File: src/rtl/data_mem_load_unit.sv
// data_mem_load_unit: load engine over a byte-select sync-read data memory; MISALIGNED_LOAD_EN enables misaligned/spanning loads
module data_mem_load_unit #(
  parameter int ADDR_WIDTH = 32
) (
  input  logic                  clk,
  input  logic                  rst_n,
  input  logic                  req_valid,
  output logic                  req_ready,
  input  logic [ADDR_WIDTH-1:0] req_addr,
  input  logic [1:0]            req_size,
  input  logic                  req_unsigned,
  output logic                  mem_rd_en,
  output logic [ADDR_WIDTH-1:0] mem_rd_addr,
  output logic [3:0]            mem_byte_sel,
  input  logic [31:0]           mem_rd_data,
  output logic                  rsp_valid,
  input  logic                  rsp_ready,
  output logic [31:0]           rsp_data,
  output logic                  rsp_misaligned
);
  localparam logic [2:0] IDLE   = 3'd0;
  localparam logic [2:0] RD_LO  = 3'd1;
  localparam logic [2:0] CAP_LO = 3'd2;
  localparam logic [2:0] RESP   = 3'd4;
  logic [2:0]            state;
  logic [ADDR_WIDTH-1:0] addr;
  logic [1:0]            size;
  logic                  uns;
  logic [ADDR_WIDTH-1:0] lo_addr;
  logic [31:0]           raw;
  logic [31:0]           ext;
  assign lo_addr   = {addr[ADDR_WIDTH-1:2], 2'b00};
  assign req_ready = rst_n && state == IDLE;
  assign rsp_valid = state == RESP;
  assign ext = size == 2'd0 ? {{24{~uns & raw[7]}}, raw[7:0]} :
               size == 2'd1 ? {{16{~uns & raw[15]}}, raw[15:0]} : raw;
`ifdef MISALIGNED_LOAD_EN
  localparam logic [2:0] CAP_HI = 3'd3;
  logic [7:0]  mask;
  logic        span;
  logic [31:0] lo_word;
  logic [63:0] win;
  assign mask = (size == 2'd0 ? 8'h01 : size == 2'd1 ? 8'h03 : 8'h0f) << addr[1:0];
  assign span = |mask[7:4];
  assign win  = state == CAP_HI ? {mem_rd_data, lo_word} : {32'h0, mem_rd_data};
  assign raw  = 32'(win >> {addr[1:0], 3'b000});
  assign rsp_misaligned = 1'b0;
  always_comb begin
    mem_rd_en    = state == RD_LO || (state == CAP_LO && span);
    mem_rd_addr  = state == RD_LO ? lo_addr : mem_rd_en ? lo_addr + ADDR_WIDTH'(4) : '0;
    mem_byte_sel = state == RD_LO ? mask[3:0] : mem_rd_en ? mask[7:4] : 4'h0;
  end
  always_ff @(posedge clk) begin
    if (!rst_n) begin
      state    <= IDLE;
      rsp_data <= '0;
    end else begin
      case (state)
        IDLE: if (req_valid) begin
          addr     <= req_addr;
          size     <= req_size;
          uns      <= req_unsigned;
          rsp_data <= '0;
          state    <= RD_LO;
        end
        RD_LO: state <= CAP_LO;
        CAP_LO: begin
          lo_word <= mem_rd_data;
          if (!span) rsp_data <= ext;
          state <= span ? CAP_HI : RESP;
        end
        CAP_HI: begin
          rsp_data <= ext;
          state    <= RESP;
        end
        RESP: if (rsp_ready) state <= IDLE;
        default: state <= IDLE;
      endcase
    end
  end
`else
  logic [3:0] mask;
  logic       mis_req;
  assign mask    = (size == 2'd0 ? 4'h1 : size == 2'd1 ? 4'h3 : 4'hf) << addr[1:0];
  assign mis_req = (req_size == 2'd1 && req_addr[0]) || (req_size[1] && req_addr[1:0] != 2'b00);
  assign raw     = mem_rd_data >> {addr[1:0], 3'b000};
  always_comb begin
    mem_rd_en    = state == RD_LO;
    mem_rd_addr  = mem_rd_en ? lo_addr : '0;
    mem_byte_sel = mem_rd_en ? mask : 4'h0;
  end
  always_ff @(posedge clk) begin
    if (!rst_n) begin
      state          <= IDLE;
      rsp_data       <= '0;
      rsp_misaligned <= 1'b0;
    end else begin
      case (state)
        IDLE: if (req_valid) begin
          addr           <= req_addr;
          size           <= req_size;
          uns            <= req_unsigned;
          rsp_data       <= '0;
          rsp_misaligned <= mis_req;
          state          <= mis_req ? RESP : RD_LO;
        end
        RD_LO: state <= CAP_LO;
        CAP_LO: begin
          rsp_data <= ext;
          state    <= RESP;
        end
        RESP: if (rsp_ready) state <= IDLE;
        default: state <= IDLE;
      endcase
    end
  end
`endif
endmodule

File: config.mk
export PLATFORM = sky130hd
export DESIGN_NAME = data_mem_load_unit
export DESIGN_NICKNAME = d
export VERILOG_FILES = /design/src/rtl/data_mem_load_unit.sv
export SDC_FILE = /design/constraint.sdc
export NUM_CORES = 1
export LEC_CHECK = 0
export ABC_AREA = 1
export BUFFER_PORTS_ARGS = -buffer_cell sky130_fd_sc_hd__buf_4
export CAP_MARGIN = 5
export CORE_MARGIN = 2
export CORE_UTILIZATION = 50
export CTS_CLUSTER_DIAMETER = 30
export DETAILED_ROUTE_END_ITERATION = 7
export GPL_ROUTABILITY_DRIVEN = 0
export GPL_TIMING_DRIVEN = 1
export PLACE_DENSITY = 0.82
export SYNTH_ARGS = -nofsm -noshare
export SYNTH_HDL_FRONTEND = slang
export SYNTH_SLANG_ARGS = --single-unit
File: constraint.sdc
create_clock -name clk -period 4.3 [get_ports clk]
set_input_delay 0 -clock clk [delete_from_list [all_inputs] [get_ports clk]]
set_output_delay 0 -clock clk [all_outputs]
set_load 0.05 [all_outputs]
== After elaboration in Yosys (flattened, before gate mapping) ==
Index checks and enable logic that the tools add are counted.

* Add/sub/neg operators: 0
* $mul: 0
* Div/mod/pow operators: 0
* Magnitude comparators: 0
* Equal/unequal tests: 7
* Shift-type cells: 2
* Mux-type cells: 12
* Bitwise operators: 3
* Reduce and logical (&&, ||, !) cells: 12

{| class="wikitable"
|+ Operators with widths
! kind !! count
|-
| 32-bit 2-to-1 mux || 4
|-
| 32-bit case mux with 2 select lines || 1
|-
| 32-bit by 5-bit >> shifter with 32-bit output || 1
|-
| 4-bit 2-to-1 mux || 3
|-
| 3-bit case mux with 4 select lines || 1
|-
| 3-bit 2-to-1 mux || 3
|-
| 2-bit AND reduction || 3
|-
| 2-bit by 1-bit equality test with 1-bit output, second input constant || 2
|-
| 2-bit nonzero test || 2
|-
| 4-bit by 2-bit left shift with 4-bit output || 1
|-
| 3-bit by 1-bit equality test with 1-bit output, second input constant || 1
|-
| 3-bit by 2-bit equality test with 1-bit output, second input constant || 1
|-
| 3-bit equality test, second input constant || 1
|-
| 1-bit logical AND || 3
|-
| 3-bit zero test || 1
|-
| 3-bit AND reduction || 1
|-
| 1-bit bitwise AND || 2
|-
| 2-bit zero test || 1
|-
| 2-bit by 1-bit inequality test with 1-bit output, second input constant || 1
|-
| 2-bit inequality test, second input constant || 1
|-
| 1-bit logical OR || 1
|-
| 1-bit inverter || 1
|}

* Flip-flop bits (word level): 71
* Bits in latches: 0
* Bits in writable memories: 0
* ROM bits: 0
* Logic and storage cells: 42
* Memories: 0

== Depth between registers and ports, before layout ==
Gate-level depths: netlist of the first run.

* Word-level depth: 6
* Mapped depth: 9
* Gate-level depth less buffers: 8

== Worst setup path before layout of the first run ==
No wires, ideal clock.

* Kind: register to output
* Start point: register state[0]
* End point: output port mem_byte_sel[2]
* Arrival time: 3.086 ns
* Data required time: 4.300 ns
* Path slack: 1.214 ns
* Stages on the path, launching flop included: 5
* Path buffers: 0
* Path through: dfxtp_1 > inv_2 > nor3_1 > inv_2 > a221oi_1

* Cells in the longest elaborated chain, start to end: 2

{| class="wikitable"
|+ RTL lines
! what !! RTL line !! RTL
|-
| from (decl) || 25 || <nowiki>logic [2:0] state;</nowiki>
|-
| from (signal assigned) || 105 || <nowiki>state <= mis_req ? RESP : RD_LO;</nowiki>
|-
| 3-bit by 1-bit equality test with 1-bit output || 88 || <nowiki>mem_rd_en = state == RD_LO;</nowiki>
|-
| via mem_rd_en || 12 || <nowiki>output logic mem_rd_en,</nowiki>
|-
| 4-bit 2-to-1 mux || 90 || <nowiki>mem_byte_sel = mem_rd_en ? mask : 4'h0;</nowiki>
|-
| to (decl) || 14 || <nowiki>output logic [3:0] mem_byte_sel,</nowiki>
|}

The timed path passes the listed nets, and every way through them passes these cells.

== Worst setup path in the final report of the first run ==
* Start point: register addr[1]
* End point: register rsp_data[9]

* Cells in the longest elaborated chain, start to end: 4
* Elaborated cells between the ends (all ways): 5
* Those cells by class: shift: 1; mux: 3; bitwise: 1

{| class="wikitable"
|+ RTL lines
! what !! RTL line !! RTL
|-
| from (decl) || 26 || <nowiki>logic [ADDR_WIDTH-1:0] addr;</nowiki>
|-
| from (signal assigned) || 100 || <nowiki>addr <= req_addr;</nowiki>
|-
| 32-bit by 5-bit >> shifter with 32-bit output * || 86 || <nowiki>assign raw = mem_rd_data >> {addr[1:0], 3'b000};</nowiki>
|-
| 32-bit 2-to-1 mux or 1-bit bitwise AND (tied branches) || 36, 35 ||
|-
| 32-bit 2-to-1 mux * || 35 || <nowiki>assign ext = size == 2'd0 ? {{24{~uns & raw[7]}}, raw[7:0]} :</nowiki>
|-
| 32-bit case mux with 2 select lines * || 98 || <nowiki>case (state)</nowiki>
|-
| to (signal assigned) || 109 || <nowiki>rsp_data <= ext;</nowiki>
|-
| to (decl) || 18 || <nowiki>output logic [31:0] rsp_data,</nowiki>
|}

Every way passes the cells marked *; elsewhere a longest branch is shown, timed or not.
A chain may end at the register's enable or synchronous reset.

==> results of run 1 <==
-- layer usage --
metal,GRT usage,up-vias,share of wire
met5,0,-,0
met4,0.103,0,0.021
met3,0.0578,22,0.078
met2,0.496,172,0.50
met1,0.322,1658,0.40
li1,-,1677,-
-- worst min-delay path, delay by kind of cell --
family                 cells  cell delay, ps
AO/OA/AOI/OAI              2             190
AND/OR/NAND/NOR            2             100
buffers and inverters      1              80
-- power by group --
part           internal, W  switching [W]  total (W)
sequential        0.000736      0.0000144   0.000751
combinational     0.000114       0.000188   0.000301
clock             0.000328       0.000263   0.000591
total              0.00118       0.000465    0.00164
-- registers in the layout, indices dropped and copies added, names as in the netlist --
| name | flops |
|---|---|
| addr | 32 |
| rsp_data | 32 |
| state | 3 |
| size | 2 |
| rsp_misaligned | 1 |
| uns | 1 |
-- metrics by stage --
stage,worst slack [ps],util,hold WS [ps]
4_1_cts,2090,0.750,56.4
2_1_floorplan,1210,-,98.9
5_1_grt,1830,0.750,79.2
6_report,2050,0.750,61.5
3_5_place_dp,2110,0.665,180
3_3_place_gp,2250,0.665,178
-- cell families after synthesis --
kind of cell	Yosys count	share of synthesized area
simple gates	195	0.260
flops	71	0.494
compound gates	72	0.133
buf+inv	77	0.111
other cells	1	0.00105
-- final timing paths --
kind / to / from / cells past startpoint / slack (ps)
max: rsp_data[9] / addr[1] / 6 / 2050
min: rsp_data[3] / mem_rd_data[3] / 5 / 60
max reg2reg: rsp_data[9] / addr[1] / 6 / 2050
min reg2reg: rsp_data[13] / rsp_data[13] / 2 / 470
-- placed cells by master, fill, tap and decap left out, types with 11 or more instances in the layout --
master | netlist | final
nand3_1 | 25 | 25
o21ai_0 | 20 | 20
a21oi_2 | 18 | 18
o211ai_1 | 11 | 11
nor2_1 | 41 | 40
nand3_2 | 15 | 15
buf_4 | 5 | 142
nand2_1 | 96 | 96
inv_1 | 44 | 44
dfxtp_1 | 36 | 36
dlygate4sd3_1 | 0 | 37
edfxtp_1 | 35 | 35
a21oi_1 | 17 | 17
-- cell type report --
type | count | area share
Clock buffer | 9 | 0.0240
Timing Repair Buffer | 179 | 0.279
Tap cell | 96 | 0.0233
Multi-Input combinational cell | 269 | 0.276
Clock inverter | 7 | 0.0182
Sequential cell | 71 | 0.344
Inverter | 49 | 0.0357
==> results.sh, run 1 <==
export IMPL_status="finished, final reports clean"
export IMPL_ys_ff_latch=71
export IMPL_grt_start_max_net_pins=43
export IMPL_slowest_stage="edfxtp_1"
export IMPL_initial_core_util=0.522
export IMPL_hold_violations=0
export IMPL_drc=0
export IMPL_worstPathRequired_ps=4570
export IMPL_finalSetupTns_ps=0
export IMPL_synth_most_common_cell="nand2_1"
export IMPL_fp_dieH_um=88.7
export IMPL_dp_cells=627
export IMPL_power_w=0.00164
export IMPL_ioPinCount=143
export IMPL_stdcell_area_um2=5150
export IMPL_hpwlAfterDp_mm=6.72
export IMPL_max_freq_ghz=0.444
export IMPL_grt_pass1_wl_mm=16.5
export IMPL_synthCells=416
export IMPL_ant_nets=0
export IMPL_antenna_cells=0
export IMPL_fin_crit_ps=2250
export IMPL_initialDrtViolationCount=247
export IMPL_multi_input_area_um2=1430
export IMPL_area_growth_pct=43.8
export IMPL_cp_cell_sequence="inv_2 > nand3_1 > nand4_4 > nand2_4 > o21ai_0 > a21oi_1"
export IMPL_cts_tree="yes"
export IMPL_avgViaCountPerCell=5.19
export IMPL_yosysSeqAreaShare=0.494
export IMPL_numPortBuffers=140
export IMPL_wl_per_cell_um=15.7
export IMPL_ir_worst_vdd_mv=0.178
export IMPL_grt_pass1_vias=3430
export IMPL_grt_usage=0.276
export IMPL_postPlaceCellArea_um2=4570
export IMPL_root_buffer="clkbuf_8"
export IMPL_fin_crit_sh=0.524
export IMPL_powerDensity_nw_per_um2=319
export IMPL_ys_async_sr_fraction=0
export IMPL_rsz0062_at_grt="false"
export IMPL_syn_area_per_cell_um2=8.62
export IMPL_cts_clk_slew_worst_paths_ps=70
export IMPL_via_count=3529
export IMPL_worst_slew_pin_slew_ps=932
export IMPL_cp_end_kind="flip-flop"
export IMPL_leakage_nw=2.30
export IMPL_ys_flop_type="dfxtp_1"
export IMPL_yosysWarnings=0
export IMPL_critPathBufInv=1
export IMPL_synth_top_area_frac=0.293
export IMPL_placementRows=30
export IMPL_slew_headroom=0.377
export IMPL_crit_arrival_ps=2520
export IMPL_max_cap_violations=0
export IMPL_cts_buffers=9
export IMPL_fill_cells=505
export IMPL_grt_overflow=0
export IMPL_cp_max_fo=34
export IMPL_hp_class="input pin to flip-flop"
export IMPL_post_cts_resized=0
export IMPL_finalWirelength_mm=10.7
export IMPL_drtPass1Iterations=4
export IMPL_timing_worst_setup_path_type="flip-flop to flip-flop"
export IMPL_regArea_um2=1770
export IMPL_clock_latency_ps=350
export IMPL_cpPeakStageDelay_ps=740
export IMPL_synth_edf_count=35
export IMPL_slew_viol_final=0
export IMPL_die_width_um=88.7
export IMPL_synth_commonest_cells="96 x nand2_1, 44 x inv_1, 41 x nor2_1"
export IMPL_syn_area_um2=3580
export IMPL_coreArea_um2=6870
export IMPL_synth_area_leaders="edfxtp_1 29%, dfxtp_1 20%, nand2_1 10%, inv_1 4.6%, a21oi_2 4.4%"
export IMPL_skew_ps=6.74
export IMPL_fin_cells=680
export IMPL_post_cts_setup_buffer_count=0
export IMPL_die_area_um2=7860
export IMPL_cts_sinks=71
export IMPL_ctsHoldBuffers=37
export IMPL_h_tree_depth=3
export IMPL_yosys_area_top_type="edfxtp_1"
export IMPL_clock_path_buffers=2
export IMPL_start_kind="flip-flop"
export IMPL_drive_gt1_frac=0.356
export IMPL_critical_path_top_delay_family="flip-flops"
export IMPL_fin_nets=650
export IMPL_setup_viol=0
export IMPL_antenna_found_initial=0
export IMPL_ys_types=28
(Power assumes the default switching activity.)
==> inputs of run 2 (changes only) <==
CORE_UTILIZATION = 44   (was 50)
PLACE_DENSITY = 0.77   (was 0.82)
clock period = 2 ns   (was 4.3 ns; I/O delays follow)
==> run 2 against run 1 <==
Compared with the run above: register-to-register slack got worse by 1700 ps; highest routed layer unchanged; die area grew 13%; cell area up 3.6%; flip-flop and latch count unchanged; critical endpoint is now mem_byte_sel[2]; sequential power grew 110%; largest cell class unchanged; combinational power up 130%.
==> results.sh, run 2 (synthesis gave the netlist of run 1 again) <==
export IMPL_hold_violations=0
export IMPL_clock_latency_ps=340
export IMPL_ir_worst_vdd_mv=0.412
export IMPL_die_width_um=94.3
export IMPL_postPlaceCellArea_um2=4780
export IMPL_grt_pass1_wl_mm=16.6
export IMPL_p_sw_frac=0.282
export IMPL_timing_worst_setup_path_type="flip-flop to primary output"
export IMPL_grt_usage=0.240
export IMPL_worstPathRequired_ps=2000
export IMPL_cts_tree="yes"
export IMPL_hp_class="input pin to flip-flop"
export IMPL_stdcell_area_um2=5340
export IMPL_dp_cells=641
export IMPL_grt_start_max_net_pins=36
export IMPL_clockPowerShare=0.328
export IMPL_worst_slew_pin_slew_ps=567
export IMPL_wl_per_cell_um=15.2
export IMPL_skew_ps=9.76
export IMPL_via_count=3498
export IMPL_grt_overflow=0
export IMPL_placementRows=32
export IMPL_fin_crit_ps=1820
export IMPL_drive_gt1_frac=0.421
export IMPL_antenna_found_initial=0
export IMPL_slew_headroom=0.622
export IMPL_reg_top3="addr (32), rsp_data (32), state (3)"
export IMPL_die_area_um2=8880
export IMPL_status="finished, final reports clean"
export IMPL_coreArea_um2=7810
export IMPL_ioPinCount=143
export IMPL_rsz0062_at_grt="false"
export IMPL_crit_arrival_ps=1820
export IMPL_slew_viol_final=0
export IMPL_drtPass1Iterations=6
export IMPL_fp_dieH_um=94.3
export IMPL_layout_commonest_cell="buf_4"
export IMPL_layout_common_cells="148 x buf_4, 96 x nand2_1, 44 x inv_1"
export IMPL_fin_util=0.684
export IMPL_pwr_share_seq=0.470
export IMPL_cts_sinks=71
export IMPL_hpwlAfterDp_mm=7.10
export IMPL_combPwrFrac=0.202
export IMPL_finalWirelength_mm=10.5
export IMPL_antenna_cells=0
export IMPL_clock_path_buffers=2
export IMPL_max_freq_ghz=0.550
export IMPL_root_buffer="clkbuf_8"
export IMPL_area_growth_pct=49.0
export IMPL_grt_pass1_vias=3463
export IMPL_power_w=0.00342
export IMPL_cts_buffers=9
export IMPL_fin_nets=658
export IMPL_powerDensity_nw_per_um2=640
export IMPL_start_kind="flip-flop"
export IMPL_initial_core_util=0.459
export IMPL_ant_nets=0
export IMPL_p_switching_w=0.000964
export IMPL_fin_crit_sh=0.909
export IMPL_h_tree_depth=3
export IMPL_drc=0
export IMPL_leakage_nw=2.33
export IMPL_cts_clk_slew_worst_paths_ps=70
export IMPL_avgViaCountPerCell=5.04
export IMPL_p_int_w=0.00245
export IMPL_setup_viol=0
export IMPL_numPortBuffers=140
export IMPL_cp_end_kind="primary output"
export IMPL_fin_cells=694
export IMPL_initialDrtViolationCount=199
export IMPL_cp_max_fo=35
export IMPL_max_cap_violations=0
export IMPL_finalSetupTns_ps=0
-- run 2: worst max-delay path: stages (launching register included) --
cell      delay, ps
dfxtp_1         470
inv_2           100
nor3_4          180
inv_4           230
a221oi_4        250
buf_4           230
-- run 2: routing by layer --
metal | track usage | vias to the layer above | routed length [um] | part of all wire
met3 | 0.0401 | 24 | 814 | 0.077
met2 | 0.418 | 178 | 5170 | 0.49
met4 | 0.0821 | 0 | 221 | 0.021
met1 | 0.301 | 1603 | 4340 | 0.41
li1 | - | 1693 | - | -
met5 | 0 | - | 0 | 0
-- run 2: final timing paths --
kind / from / to / slack [ps] / cells after the start
worst max-delay path: state[0] / mem_byte_sel[2] / 180 / 5
worst min-delay path: mem_rd_data[3] / rsp_data[3] / 70 / 5
worst max register to register: addr[0] / rsp_data[8] / 300 / 7
worst min register to register: rsp_data[4] / rsp_data[4] / 470 / 2
-- run 2: repair_timing --
| item | CTS | global route |
|---|---|---|
| setup buffers | 0 | 0 |
| endpoints found under the setup margin | 0 | 13 |
| hold buffers | 37 | 0 |
| endpoints found under the hold margin | 38 | 0 |
| gates resized for setup | 0 | 2 |
-- run 2: through the flow --
stage                     hold slack [ps]  worst slack [ps]
after global routing                 97.8              83.3
after detailed placement              179               332
after global placement                178               410
final                                69.1               181
after CTS                            66.9              7.59
after floorplan                      98.9               110
-- run 2: cell type report --
cell class / instances / area, um2
Sequential cell: 71 / 1770
Fill cell: 631 / 2460
Clock inverter: 4 / 46.3
Timing Repair Buffer: 187 / 1520
Inverter: 49 / 186
Clock buffer: 12 / 145
Multi-Input combinational cell: 269 / 1540
Tap cell: 102 / 128
-- run 2: power groups by stage --
stage          sequential, W  combinational (W)  clock [W]
2_1_floorplan        0.00167           0.000364          0
5_1_grt              0.00161           0.000740    0.00120
4_1_cts              0.00160           0.000682    0.00114
3_3_place_gp         0.00164           0.000611          0
6_report             0.00161           0.000689    0.00112
3_5_place_dp         0.00164           0.000620          0
